[src/rtl/be_clock_ctrl_if.sv]
`default_nettype none
// +------------------------------------------------------------------+
// | be_clock_ctrl_if : control/status bundle of the clock controller |
// | Rev 1.0                                                          |
// +------------------------------------------------------------------+
interface be_clock_ctrl_if #(
    parameter int DIV_W = 3,
    parameter int CNT_W = 8
);
    logic [1:0]       MODE;
    logic             CLK_STEP;
    logic             HLT;
    logic [DIV_W-1:0] DIV_CLK;
    logic [CNT_W-1:0] BURST_LEN;
    logic             CLK;
    logic             NOT_CLK;
    logic             CLK_RISE;
    logic             BUSY;
    logic             HALTED;

    modport master (
        output MODE, CLK_STEP, HLT, DIV_CLK, BURST_LEN,
        input  CLK, NOT_CLK, CLK_RISE, BUSY, HALTED
    );

    modport slave (
        input  MODE, CLK_STEP, HLT, DIV_CLK, BURST_LEN,
        output CLK, NOT_CLK, CLK_RISE, BUSY, HALTED
    );
endinterface
`default_nettype wire

[src/rtl/be_clock_ctrl.sv]
`default_nettype none
// +------------------------------------------------------------------+
// | be_clock_ctrl : run/step/burst/halt clock generator for a CPU    |
// | Rev 1.0                                                          |
// +------------------------------------------------------------------+
module be_clock_ctrl #(
    parameter int CLK_HZ     = 50000000,
    parameter int BASE_HZ    = 1,
    parameter int DIV_W      = 3,
    parameter int CNT_W      = 8,
    parameter int DEB_CYCLES = 500000
) (
    input wire              iCLK,
    input wire              iRST_N,
    be_clock_ctrl_if.slave  bus
);
    localparam int c_half_base = CLK_HZ / (2 * BASE_HZ);
    localparam int c_hcnt_w    = $clog2(c_half_base + 1);
    localparam int c_deb_w     = (DEB_CYCLES > 1) ? $clog2(DEB_CYCLES + 1) : 1;

    localparam logic [c_hcnt_w-1:0] c_half_base_v = c_hcnt_w'(c_half_base);
    localparam logic [c_hcnt_w-1:0] c_hcnt_one    = c_hcnt_w'(1);
    localparam logic [c_deb_w-1:0]  c_deb_last    = c_deb_w'(DEB_CYCLES - 1);
    localparam logic [c_deb_w-1:0]  c_deb_one     = c_deb_w'(1);
    localparam logic [CNT_W-1:0]    c_burst_one   = CNT_W'(1);

    generate
        if ((c_half_base >> ((1 << DIV_W) - 1)) < 1) begin : g_param_err
            $error("be_clock_ctrl: half period below one iCLK cycle at the fastest DIV_CLK");
        end
    endgenerate

    typedef enum logic [2:0] {
        ST_IDLE    = 3'd0,
        ST_RUN     = 3'd1,
        ST_STEP_HI = 3'd2,
        ST_STEP_LO = 3'd3,
        ST_BURST   = 3'd4,
        ST_HALT    = 3'd5
    } state_t;

    state_t              r_state;
    logic                r_clk;
    logic                r_rise;
    logic                r_busy;
    logic                r_halted;
    logic [c_hcnt_w-1:0] r_hcnt;
    logic [DIV_W-1:0]    r_div;
    logic [CNT_W-1:0]    r_burst;
    logic [1:0]          r_sync;
    logic                r_deb_level;
    logic [c_deb_w-1:0]  r_deb_cnt;

    logic [c_hcnt_w-1:0] w_half_len;
    logic                w_half_tick;
    logic                w_deb_done;
    logic                w_step_evt;
    logic                w_halt_req;

    assign w_half_len  = c_half_base_v >> r_div;
    assign w_half_tick = (r_hcnt == (w_half_len - c_hcnt_one));
    assign w_deb_done  = (r_sync[1] != r_deb_level) && (r_deb_cnt == c_deb_last);
    assign w_step_evt  = w_deb_done && r_sync[1];
    assign w_halt_req  = r_halted || bus.HLT;

    // Debounce: a new level is accepted after DEB_CYCLES consecutive samples of it.
    always_ff @(posedge iCLK) begin
        if (!iRST_N) begin
            r_sync      <= 2'b00;
            r_deb_level <= 1'b0;
            r_deb_cnt   <= '0;
        end else begin
            r_sync <= {r_sync[0], bus.CLK_STEP};
            if (r_sync[1] == r_deb_level) begin
                r_deb_cnt <= '0;
            end else if (w_deb_done) begin
                r_deb_level <= r_sync[1];
                r_deb_cnt   <= '0;
            end else begin
                r_deb_cnt <= r_deb_cnt + c_deb_one;
            end
        end
    end

    always_ff @(posedge iCLK) begin
        if (!iRST_N) begin
            r_state  <= ST_IDLE;
            r_clk    <= 1'b0;
            r_rise   <= 1'b0;
            r_busy   <= 1'b0;
            r_halted <= 1'b0;
            r_hcnt   <= '0;
            r_div    <= '0;
            r_burst  <= '0;
        end else begin
            r_rise <= 1'b0;
            if (bus.HLT) begin
                r_halted <= 1'b1;
            end
            // The rate is only re-sampled where a phase ends, so no phase is stretched or cut.
            if (r_state == ST_IDLE || w_half_tick) begin
                r_div <= bus.DIV_CLK;
            end
            if (r_state == ST_IDLE || r_state == ST_HALT || w_half_tick) begin
                r_hcnt <= '0;
            end else begin
                r_hcnt <= r_hcnt + c_hcnt_one;
            end

            if (r_state == ST_HALT) begin
                r_clk  <= 1'b0;
                r_busy <= 1'b0;
            end else if (w_halt_req && (r_state == ST_IDLE || !r_clk || w_half_tick)) begin
                // A pending halt lets the current high phase run to its end first.
                r_state <= ST_HALT;
                r_clk   <= 1'b0;
                r_busy  <= 1'b0;
            end else begin
                case (r_state)
                    ST_IDLE: begin
                        r_clk <= 1'b0;
                        if (bus.MODE == 2'b00) begin
                            r_state <= ST_RUN;
                        end else if (w_step_evt && bus.MODE == 2'b01) begin
                            r_state <= ST_STEP_HI;
                            r_clk   <= 1'b1;
                            r_rise  <= 1'b1;
                            r_busy  <= 1'b1;
                        end else if (w_step_evt && bus.MODE == 2'b10 && bus.BURST_LEN != '0) begin
                            r_state <= ST_BURST;
                            r_burst <= bus.BURST_LEN;
                            r_clk   <= 1'b1;
                            r_rise  <= 1'b1;
                            r_busy  <= 1'b1;
                        end
                    end
                    ST_RUN: begin
                        if (w_half_tick) begin
                            if (r_clk) begin
                                r_clk <= 1'b0;
                            end else if (bus.MODE != 2'b00) begin
                                r_state <= ST_IDLE;
                            end else begin
                                r_clk  <= 1'b1;
                                r_rise <= 1'b1;
                            end
                        end
                    end
                    ST_STEP_HI: begin
                        if (w_half_tick) begin
                            r_state <= ST_STEP_LO;
                            r_clk   <= 1'b0;
                        end
                    end
                    ST_STEP_LO: begin
                        if (w_half_tick) begin
                            r_state <= ST_IDLE;
                            r_busy  <= 1'b0;
                        end
                    end
                    ST_BURST: begin
                        if (w_half_tick) begin
                            if (r_clk) begin
                                r_clk <= 1'b0;
                            end else if (r_burst == c_burst_one) begin
                                r_state <= ST_IDLE;
                                r_busy  <= 1'b0;
                            end else begin
                                r_burst <= r_burst - c_burst_one;
                                r_clk   <= 1'b1;
                                r_rise  <= 1'b1;
                            end
                        end
                    end
                    default: begin
                        r_state <= ST_IDLE;
                        r_clk   <= 1'b0;
                        r_busy  <= 1'b0;
                    end
                endcase
            end
        end
    end

    assign bus.CLK      = r_clk;
    assign bus.NOT_CLK  = ~r_clk;
    assign bus.CLK_RISE = r_rise;
    assign bus.BUSY     = r_busy;
    assign bus.HALTED   = r_halted;
endmodule
`default_nettype wire

[src/flat_wrapper.sv]
// flat-port wrapper written by rule: the top's interface ports become plain ports
module be_clock_ctrl_flat 
#(
    parameter int CLK_HZ     = 50000000,
    parameter int BASE_HZ    = 1,
    parameter int DIV_W      = 3,
    parameter int CNT_W      = 8,
    parameter int DEB_CYCLES = 500000
)
  (iCLK, iRST_N, bus_MODE, bus_CLK_STEP, bus_HLT, bus_DIV_CLK, bus_BURST_LEN, bus_CLK, bus_NOT_CLK, bus_CLK_RISE, bus_BUSY, bus_HALTED);
  be_clock_ctrl_if #(.DIV_W(DIV_W), .CNT_W(CNT_W)) bus_i ();
  input wire iCLK;
  input wire iRST_N;
  input wire logic [$bits(bus_i.MODE)-1:0] bus_MODE;
  input wire logic [$bits(bus_i.CLK_STEP)-1:0] bus_CLK_STEP;
  input wire logic [$bits(bus_i.HLT)-1:0] bus_HLT;
  input wire logic [$bits(bus_i.DIV_CLK)-1:0] bus_DIV_CLK;
  input wire logic [$bits(bus_i.BURST_LEN)-1:0] bus_BURST_LEN;
  output wire logic [$bits(bus_i.CLK)-1:0] bus_CLK;
  output wire logic [$bits(bus_i.NOT_CLK)-1:0] bus_NOT_CLK;
  output wire logic [$bits(bus_i.CLK_RISE)-1:0] bus_CLK_RISE;
  output wire logic [$bits(bus_i.BUSY)-1:0] bus_BUSY;
  output wire logic [$bits(bus_i.HALTED)-1:0] bus_HALTED;
  assign bus_i.MODE = bus_MODE;
  assign bus_i.CLK_STEP = bus_CLK_STEP;
  assign bus_i.HLT = bus_HLT;
  assign bus_i.DIV_CLK = bus_DIV_CLK;
  assign bus_i.BURST_LEN = bus_BURST_LEN;
  assign bus_CLK = bus_i.CLK;
  assign bus_NOT_CLK = bus_i.NOT_CLK;
  assign bus_CLK_RISE = bus_i.CLK_RISE;
  assign bus_BUSY = bus_i.BUSY;
  assign bus_HALTED = bus_i.HALTED;
  be_clock_ctrl #(.CLK_HZ(CLK_HZ), .BASE_HZ(BASE_HZ), .DIV_W(DIV_W), .CNT_W(CNT_W), .DEB_CYCLES(DEB_CYCLES)) u_core (.iCLK(iCLK), .iRST_N(iRST_N), .bus(bus_i));
endmodule
[config.mk]
export PLATFORM = sky130hd
export DESIGN_NAME = be_clock_ctrl_flat
export DESIGN_NICKNAME = d
export VERILOG_FILES = /design/src/rtl/be_clock_ctrl_if.sv /design/src/rtl/be_clock_ctrl.sv /design/src/flat_wrapper.sv
export SDC_FILE = /design/constraint.sdc
export NUM_CORES = 1
export LEC_CHECK = 0
export ABC_AREA = 1
export BUFFER_PORTS_ARGS = -buffer_cell sky130_fd_sc_hd__buf_2
export CORE_MARGIN = 2
export CORE_UTILIZATION = 61
export DETAILED_ROUTE_END_ITERATION = 6
export PLACE_DENSITY = 0.8
export SETUP_SLACK_MARGIN = 0.4
export SLEW_MARGIN = 10
export SYNTH_ARGS = -nofsm -noshare
export SYNTH_HDL_FRONTEND = slang
export SYNTH_SLANG_ARGS = --single-unit
[constraint.sdc]
create_clock -name iCLK -period 2.84 [get_ports iCLK]
set_input_delay 0.142 -clock iCLK [delete_from_list [all_inputs] [get_ports iCLK]]
set_output_delay 0.142 -clock iCLK [all_outputs]
set_load 0.005 [all_outputs]
== After elaboration in Yosys (flattened, before gate mapping) ==
Index checks and enable logic that the tools add are counted.
W data, S select, Z words.

* Input bits: 17
* Word-level logic and storage cells: 123
* Output and inout bits: 5
* Bits in registers: 65

* Equal/unequal tests: 32
* Bitwise logic cells: 7
* Reductions and logical operators: 27
* Add/subtract/negate cells: 4
* Mux-type cells: 41
* Shifts and indexed selects: 1

{| class="wikitable"
|+ Operators with widths
! kind !! count
|-
| $mux W8 || 6
|-
| $mux W3 || 12
|-
| $add A25 B1 Y25 const B || 1
|-
| $eq A25 B25 Y1 || 1
|-
| $shr A25 B3 Y25 const A || 1
|-
| $sub A25 B1 Y25 const B || 1
|-
| $add A19 B1 Y19 const B || 1
|-
| $eq A19 B19 Y1 const B || 1
|-
| $mux W1 || 18
|-
| $ne A3 B1 Y1 const B || 6
|-
| $pmux W8 S2 || 1
|-
| $pmux W3 S5 || 1
|-
| $ne A2 B1 Y1 const B || 5
|-
| $ne A2 B2 Y1 const B || 5
|-
| $reduce_and A10 Y1 || 1
|-
| $ne A3 B3 Y1 const B || 3
|-
| $reduce_and A9 Y1 || 1
|-
| $eq A8 B1 Y1 const B || 1
|-
| $reduce_bool A8 Y1 || 1
|-
| $sub A8 B1 Y8 const B || 1
|-
| $not A1 Y1 || 7
|-
| $reduce_and A7 Y1 || 1
|-
| $eq A3 B2 Y1 const B || 2
|-
| $eq A3 B3 Y1 const B || 2
|-
| other kinds (19) || 32
|}

== Logic depth before layout (Yosys ltp) ==
Gate-level depths: netlist (run 1).

* Word-level depth: 10
* Mapped depth: 20

== Worst setup path before layout (run 1) ==
Ideal clock, no wire load.

* Kind: register to register
* From: register u_core.r_div[2]
* To: register u_core.r_burst[4]
* Arrival: 2136 ps
* Path buffers: 2
* Setup slack: 589 ps
* Required time: 2724 ps
* Stages on the path, launching flop included: 21
* Setup time: 116 ps
* Cell sequence: dfxtp_1 > buf_4 > buf_4 > nand3_2 > ha_1 > inv_1 > nand2_1 > nand2_1 > nand2_1 > nor2_1 > nand2_1 > nor2_1 > nand2_1 > nor2_2 > nand2_4 > nand3_1 > nand2_2 > nand2_2 > inv_2 > nor2_1 > nor2_1

* Word-level cells in the longest chain between the ends: 7

{| class="wikitable"
|+ RTL lines
! what !! RTL line !! RTL
|-
| from (decl) || be_clock_ctrl.sv:48 || <nowiki>logic [DIV_W-1:0] r_div;</nowiki>
|-
| from (signal assigned) || be_clock_ctrl.sv:102 || <nowiki>r_div <= bus.DIV_CLK;</nowiki>
|-
| $shr A25 B3 Y25 (*) || be_clock_ctrl.sv:60 || <nowiki>assign w_half_len = c_half_base_v >> r_div;</nowiki>
|-
| $sub A25 B1 Y25 (*) || be_clock_ctrl.sv:61 || <nowiki>assign w_half_tick = (r_hcnt == (w_half_len - c_hcnt_one));</nowiki>
|-
| $eq A25 B25 Y1 (*) || be_clock_ctrl.sv:61 ||
|-
| $logic_or A1 B1 Y1 || be_clock_ctrl.sv:113 || <nowiki>end else if (w_halt_req && (r_state == ST_IDLE || !r_clk || w_half_tick)) begin</nowiki>
|-
| $logic_and A1 B1 Y1 || be_clock_ctrl.sv:113 ||
|-
| $not A1 Y1 (no source line) || -- ||
|-
| $reduce_and A9 Y1 (no source line) (*) || -- ||
|-
| to (signal assigned) || be_clock_ctrl.sv:131 || <nowiki>r_burst <= bus.BURST_LEN;</nowiki>
|-
| to (signal assigned) || be_clock_ctrl.sv:169 || <nowiki>r_burst <= r_burst - c_burst_one;</nowiki>
|-
| to (decl) || be_clock_ctrl.sv:49 || <nowiki>logic [CNT_W-1:0] r_burst;</nowiki>
|}

Mark *: on every way between the ends. The rest lies on a longest branch, timed or not.
A chain may end at the register's enable or synchronous reset.

== Worst setup path after layout (run 1) ==
* From: register u_core.r_div[0]
* To: register u_core.r_burst[2]

Same word-level chain as after synthesis.

==> run metrics, run 1 <==
Crit path top cell by count=nand2_1; Area growth, synth to finish=17.1%; Cell variety after synth=35; Clock power frac=35.2%; status=complete, no violations; Data arrival, critical path=2.64 ns; FF-to-FF End=u_core.r_burst[2]$_SDFFE_PN0P_; max_cap viols=0; Worst-path clk slew=0.07 ns; largest net degree at the start of global routing=21; share of the synthesized area in the top cell type=33.3%; wirelength, routed=9.92 mm; Mapped Cells=624; clk_lat worst skew=0.36 ns; final worst path period share=84.3%; RSZ-0062 raised after global routing=true; I/O pin cnt=22; switching share of total power=32.7%; vias=4167; via density per instance=5.53; final hold slack=0.0563 ns; max incr delay on CP=0.37 ns; hold depth=3; Worst Path Buf+Inv=2; DRT Pass-1 Iters=5; total grt overflow=0; Fmax=0.418 GHz; synth top area cells=dfxtp_1 33%, nand2_1 14%, nor2_1 9.2%; Setup crit end kind=flip-flop; worst endpoint required time=3.09 ns; Yosys reg bits=65; crit-path leading delay family=simple AND/OR/NAND/NOR gates; CTS Buffer Depth=2; fillers=531; Pwr per Cell Area=554 nW/um2; Initial DRC Count=303; starting density of the core=62.3%; critical-path cell list=buf_6 -> nand3_4 -> ha_4 -> nand2_1 -> nand2_1 -> nand2_1 -> nor2_1 -> nand2_1 -> nor2_1 -> nand2_1 -> nor2_4 -> nand2_4 -> a21oi_4 -> nand2_4 -> buf_4 -> o21ai_1 -> nor2_1; vias in the first global route=3745; Slew headroom=67.9%; initial antenna violation count=0; ANT nets after route=0; r2r startpoint=u_core.r_div[0]$_SDFFE_PN0P_; clock sinks=65; Post-Route Utilization=72.9%; min setup slack post-route=0.445 ns; P_int=1710 uW; Core ar.=6280 um2; gpl congestion=0.979; Worst-Margin Slew=0.477 ns; top-count cell post-synth=nand2_1; Setup WS pre-CTS=0.436 ns; class of the most critical hold timing path=primary input to flip-flop; Post-synth EDFFs=0; Post-Syn Nets=646; sw power=829 uW; Finish-stage setup viols=0; Reg2Reg Setup Slack=0.45 ns; Worst Skew=0.0102 ns; Die X-Extent=84.1 um; Worst IR Drop VDD=0.370 mV; setup TNS=0 ns; ant diodes=0; final hold vios=0; GR Util All Layers=27.3%; ys async rst share=0%; register area=1310 um2; crit path max-delay cell type=dfxtp_2; Die ar.=7070 um2; multi-input logic area=2280 um2; post-synthesis area per instance=6.27 um2; die height=84.1 um; P_leak=0.00189 uW; Reg power frac=39.1%; Port Buffer Count=21; ratio of cells with drive above 1 in the final layout=15.1%; sequential share of the synthesized area=33.3%; Routed WL per cell=13.2 um; leading cell types by count after synthesis=145 x nand2_1, 96 x nor2_1, 92 x inv_1, 65 x dfxtp_1, 45 x nand3_1; Netlist Area Pre-Place=3910 um2; H-Tree Depth=3; Pins Over Slew Limit=0; Final #Nets=693; Ys Warns=0; Num CTS Buffers=9; Worst R2R Path Depth=17; DRC=0; Post-synth top flop=dfxtp_1; Root Buffer=clkbuf_8; Min-Delay Startpoint=bus_HLT; CP startpoint kind=flip-flop; Hold EP=u_core.bus.HALTED$_SDFFE_PN0P_; CTS tree=yes; Synth area leader=dfxtp_1; HPWL reported at the end of detailed placement=6.80 mm; critical path type=flip-flop to flip-flop; Site Rows=29; Combinational Power Share=25.6%; Worst Path Max Fanout=5; first-pass GRT wire length=15.9 mm; post-layout min period=2.39 ns
## cells by family after synthesis
group,share of synthesized area [%]
and+or+nand+nor,39.9
buffers and inverters,10.8
AOI/OAI and AO/OA,11.8
DFF,33.3
xor gates and xnor gates,2.69
adders and majority gates,1.60
## worst reg2reg max path: stages, from the launching register on
cell     delay (ns)
dfxtp_2        0.37
buf_6          0.13
nand3_4        0.08
ha_4           0.27
nand2_1        0.04
nand2_1        0.07
nand2_1        0.05
nor2_1         0.12
nand2_1        0.07
nor2_1         0.12
nand2_1        0.11
nor2_4         0.17
nand2_4        0.10
a21oi_4        0.22
nand2_4        0.09
buf_4          0.15
o21ai_1        0.11
nor2_1         0.05
## placed cells by master (no fill, tap or decap), types with 4 or more instances in the layout
cell	n
nor3_1	20
nor2_1	93
nand4_1	13
ha_1	4
nand2_2	6
xor2_1	9
buf_4	18
nor2_2	8
inv_1	92
clkbuf_8	10
dfxtp_1	62
buf_2	21
a21oi_1	37
nand3_1	43
o21ai_0	33
nand2_1	143
nand3_2	4
## metrics by stage
step	area [um2]	power, uW	cells
floorplan	3910	1420	624
global placement	4090	1520	717
detailed placement	4090	1530	717
CTS	4320	2420	734
global route	4580	2670	753
finish	4580	2540	753
## state kept, by name, summed over array words and instances, names as in the netlist
| signal | cells |
|---|---|
| u_core.r_state | 3 |
| u_core.r_deb_cnt | 19 |
| u_core.r_burst | 8 |
| u_core.r_hcnt | 25 |
| u_core.r_deb_level | 1 |
| u_core.bus.CLK | 1 |
| u_core.r_div | 3 |
| u_core.bus.BUSY | 1 |
| u_core.bus.CLK_RISE | 1 |
| u_core.bus.HALTED | 1 |
| u_core.r_sync | 2 |
## metal layers
metal	wire length [um]	part of all wire, %	up-vias	global-route usage (%)
met5	0	0	-	0
met4	323	3.3	0	11.3
met3	647	6.5	42	6.53
met2	4810	48	160	46.8
met1	4140	42	1874	32.5
li1	-	-	2091	-
## power by group through the flow
| stage | clock (uW) | combinational [uW] | sequential, uW |
|---|---|---|---|
| global route | 944 | 726 | 998 |
| finish | 894 | 650 | 993 |
| CTS | 905 | 530 | 984 |
| global placement | 0 | 515 | 1000 |
| floorplan | 0 | 425 | 994 |
| detailed placement | 0 | 521 | 1010 |
## timing repair
action                                 in CTS  in global routing
setup endpoints to repair                   0                 39
setup buffers                               0                 17
resized for setup                           0                 31
endpoints found under the hold margin       1                  0
hold buffers                                1                  0
## area by class of cell
class                           instances  share of cell area (%)
Timing Repair Buffer                   43                    6.40
Multi-Input combinational cell        454                    49.8
Tap cell                               77                    2.10
Timing Repair inverter                  1                   0.109
Sequential cell                        65                    28.6
Inverter                               97                    8.17
Clock buffer                           11                    3.09
Clock inverter                          5                    1.72
## how the worst max path moves through the flow
stage | start | endpoint | cells after the start
finish | u_core.r_div[0]$_SDFFE_PN0P_ | u_core.r_burst[2]$_SDFFE_PN0P_ | 17
global route | u_core.r_div[0]$_SDFFE_PN0P_ | u_core.r_state[2]$_SDFFE_PN0P_ | 19
CTS | u_core.r_div[2]$_SDFFE_PN0P_ | u_core.r_hcnt[22]$_SDFF_PP0_ | 16
detailed placement | u_core.r_div[2]$_SDFFE_PN0P_ | u_core.r_hcnt[22]$_SDFF_PP0_ | 16
global placement | u_core.r_div[0]$_SDFFE_PN0P_ | u_core.r_burst[0]$_SDFFE_PN0P_ | 19
floorplan | u_core.r_div[2]$_SDFFE_PN0P_ | u_core.r_burst[4]$_SDFFE_PN0P_ | 20
(Power assumes the default switching activity.)
==> run 2, diff against run 1 <==
CORE_UTILIZATION = 55   (was 61)
PLACE_DENSITY = 0.76   (was 0.8)
clock period = 2.1 ns   (was 2.84 ns; I/O delays follow)
==> run 2 against run 1 <==
The flow now finishes with violations (negative setup slack). Sequential share of layout area fell by 4.3 points. Sequential power rose by 35%. Clock power rose by 51%. Die area rose by 10%. Combinational power rose by 69%. Critical endpoint unchanged.
==> run metrics, run 2 (synthesis results as in run 1) <==
status=finished with violations; failing checks=negative setup slack; fin cells=804 (+6.8%); first-pass GRT wire length=17.1 mm (+7.7%); initial antenna violation count=0 (unchanged); Levels on crit path=12 (-5); post-layout min period=2.28 ns (-0.119 ns); CTS tree=yes; Final #Nets=725 (+4.6%); commonest cells after routing, fill and taps aside=127 x nand2_1, 82 x inv_1, 77 x nor2_1, 54 x dfxtp_1, 38 x nand3_1; P_int=2520 uW (+47%); Port Buffer Count=21 (unchanged); Crit path top cell by count=nor2_1; number of flip-flops in the largest register=25 (unchanged); Reg power frac=35.4% (-3.7 points); class of the most critical hold timing path=primary input to flip-flop; Die X-Extent=88.3 um (+5.1%); CP startpoint kind=flip-flop; Data arrival, critical path=2.57 ns (-0.07 ns); final hold vios=0 (unchanged); Routed WL per cell=15.1 um (+15%); DP Cell Count=753 (+5.0%); max_cap viols=0 (unchanged); Root Buffer=clkbuf_8; fillers=449 (-15%); worst endpoint required time=2.39 ns (-0.70 ns); min setup slack post-route=-0.175 ns (-0.621 ns); Finish-stage setup viols=41 (+41); Pins Over Slew Limit=0 (unchanged); CP Capture Point=u_core.r_burst[2]$_SDFFE_PN0P_; P_leak=0.00224 uW (+19%); ant diodes=0 (unchanged); HPWL reported at the end of detailed placement=7.01 mm (+3.1%); largest net degree at the start of global routing=21 (unchanged); Reg2Reg Setup Slack=-0.18 ns (-0.62 ns); max incr delay on CP=0.47 ns (+0.10 ns); Slew headroom=69.7% (+1.8 points); top flop regs=u_core.r_hcnt x25, u_core.r_deb_cnt x19, u_core.r_burst x8; Setup crit end kind=flip-flop; Worst-Margin Slew=0.451 ns (-0.0267 ns); Worst Path Buf+Inv=2 (unchanged); I/O pin cnt=22 (unchanged); critical path type=flip-flop to flip-flop; r2r startpoint=u_core.r_deb_cnt[8]$_SDFF_PP0_; final worst path period share=108% (+24 points); clock sinks=65 (unchanged); Num CTS Buffers=9 (unchanged); Combinational Power Share=29.0% (+3.4 points); switching share of total power=33.6% (+0.94 points); ANT nets after route=0 (unchanged); register area=1330 um2 (+1.5%); crit path max-delay cell type=dfxtp_1; crit-path leading delay family=simple AND/OR/NAND/NOR gates; die height=88.3 um (+5.1%); FF-to-FF End=u_core.r_burst[2]$_SDFFE_PN0P_; Worst R2R Path Depth=12 (-5); critical-path cell list=inv_1 -> nor2_1 -> nand4_1 -> nor2_1 -> nand3_1 -> o21ai_0 -> nand3b_1 -> a21oi_4 -> nand2_4 -> inv_4 -> nor2_1 -> nor2_1; Area growth, synth to finish=40.0%; commonest non-fill, non-tap cell in the layout=nand2_1; vias in the first global route=3974 (+6.1%); Worst Skew=0.0170 ns (+0.00682 ns); Initial DRC Count=357 (+18%); Core ar.=6830 um2 (+8.8%); total power=3790 uW (+50%); RSZ-0062 raised after global routing=true; Site Rows=30 (+3.4%); starting density of the core=57.2% (-5.1 points); Reg with most FFs=u_core.r_hcnt; ratio of cells with drive above 1 in the final layout=32.1% (+17 points); sw power=1280 uW (+54%); total grt overflow=0 (unchanged); clk_lat worst skew=0.37 ns (about the same); DRT Pass-1 Iters=7 (+2); Worst IR Drop VDD=0.398 mV (+7.4%); DRC=0 (unchanged); Clock power frac=35.6% (+0.4 points); via density per instance=5.67 (+2.4%); H-Tree Depth=3 (unchanged); vias=4556 (+9.3%); crit path from=u_core.r_deb_cnt[8]$_SDFF_PP0_; Fmax=0.439 GHz (+5.2%); wirelength, routed=12.1 mm (+22%); Pwr per Cell Area=693 nW/um2 (+25%); Worst-path clk slew=0.09 ns (+0.02 ns); CTS Buffer Depth=2 (unchanged); Die ar.=7800 um2 (+10%); multi-input logic area=2730 um2 (+19%); Worst Path Max Fanout=7 (+2); GR Util All Layers=27.5% (+0.20 points); gpl congestion=0.969 (-0.99%)
[run 2: changes by cell type in the layout (fill, tap and decap cells not counted), moves of 12 or more]
cell     delta
buf_4      +16
nand2_1    -16
nand2_2    +12
nor2_1     -16
nor2_4     +12
o21ai_0    -17
[run 2: through the flow]
| step | cell area [um2] | hold slack (ns) | utilization (%) | setup slack [ns] | setup TNS (ns) |
|---|---|---|---|---|---|
| floorplan | 4010 | 0.203 | - | -0.0241 | -0.251 |
| global route | 5470 | 0.0454 | 80.1 | -0.282 | -8.46 |
| global placement | 4360 | 0.287 | 63.9 | -0.0803 | -0.451 |
| CTS | 4970 | 0.0171 | 72.8 | -0.0182 | -0.0386 |
| finish | 5470 | 0.0381 | 80.1 | -0.175 | -3.26 |
| detailed placement | 4360 | 0.292 | 63.9 | -0.134 | -1.48 |
[run 2: worst min-delay path: stages]
cell and delay [ns]:
buf_2 0.11, o21ai_2 0.06, a21oi_1 0.09
[run 2: cell type report]
type / instances / share of cell area [%]
Multi-Input combinational cell: 454 / 49.8
Timing Repair Buffer: 76 / 12.2
Tap cell: 96 / 2.19
Clock inverter: 7 / 2.29
Inverter: 97 / 7.06
Clock buffer: 9 / 2.26
Sequential cell: 65 / 24.3
[run 2: worst min path at each step]
| stage | end | cells after the start | start |
|---|---|---|---|
| 3_5_place_dp | u_core.r_sync[0]$_SDFF_PN0_ | 3 | bus_CLK_STEP |
| 4_1_cts | u_core.r_div[0]$_SDFFE_PN0P_ | 3 | bus_DIV_CLK[0] |
| 3_3_place_gp | u_core.r_sync[0]$_SDFF_PN0_ | 3 | bus_CLK_STEP |
| 5_1_grt | u_core.r_div[1]$_SDFFE_PN0P_ | 3 | bus_DIV_CLK[1] |
| 2_1_floorplan | u_core.r_sync[0]$_SDFF_PN0_ | 2 | bus_CLK_STEP |
| 6_report | u_core.r_div[1]$_SDFFE_PN0P_ | 3 | bus_DIV_CLK[1] |
[run 2: timing repair]
item,in CTS,in global routing
endpoints found under the hold margin,2,0
pin swaps,26,33
hold buffers,2,0
gates cloned,1,3
resized for setup,58,107
setup buffers,19,10
setup endpoints to repair,48,61
[run 2: layer usage]
metal / part of all wire, % / global-route usage [%] / vias up / wire length [um]
met2: 48 / 46.7 / 265 / 5840
li1: - / - / 2160 / -
met4: 4.2 / 10.3 / 0 / 510
met5: 0 / 0 / - / 0
met3: 8.3 / 6.53 / 65 / 1010
met1: 39 / 33.9 / 2066 / 4770
[run 2: power by group through the flow]
stage | clock network [uW] | logic, uW | registers, uW
2_1_floorplan | 0 | 606 | 1350
3_3_place_gp | 0 | 798 | 1360
3_5_place_dp | 0 | 815 | 1370
4_1_cts | 1350 | 921 | 1340
5_1_grt | 1410 | 1200 | 1350
6_report | 1350 | 1100 | 1340
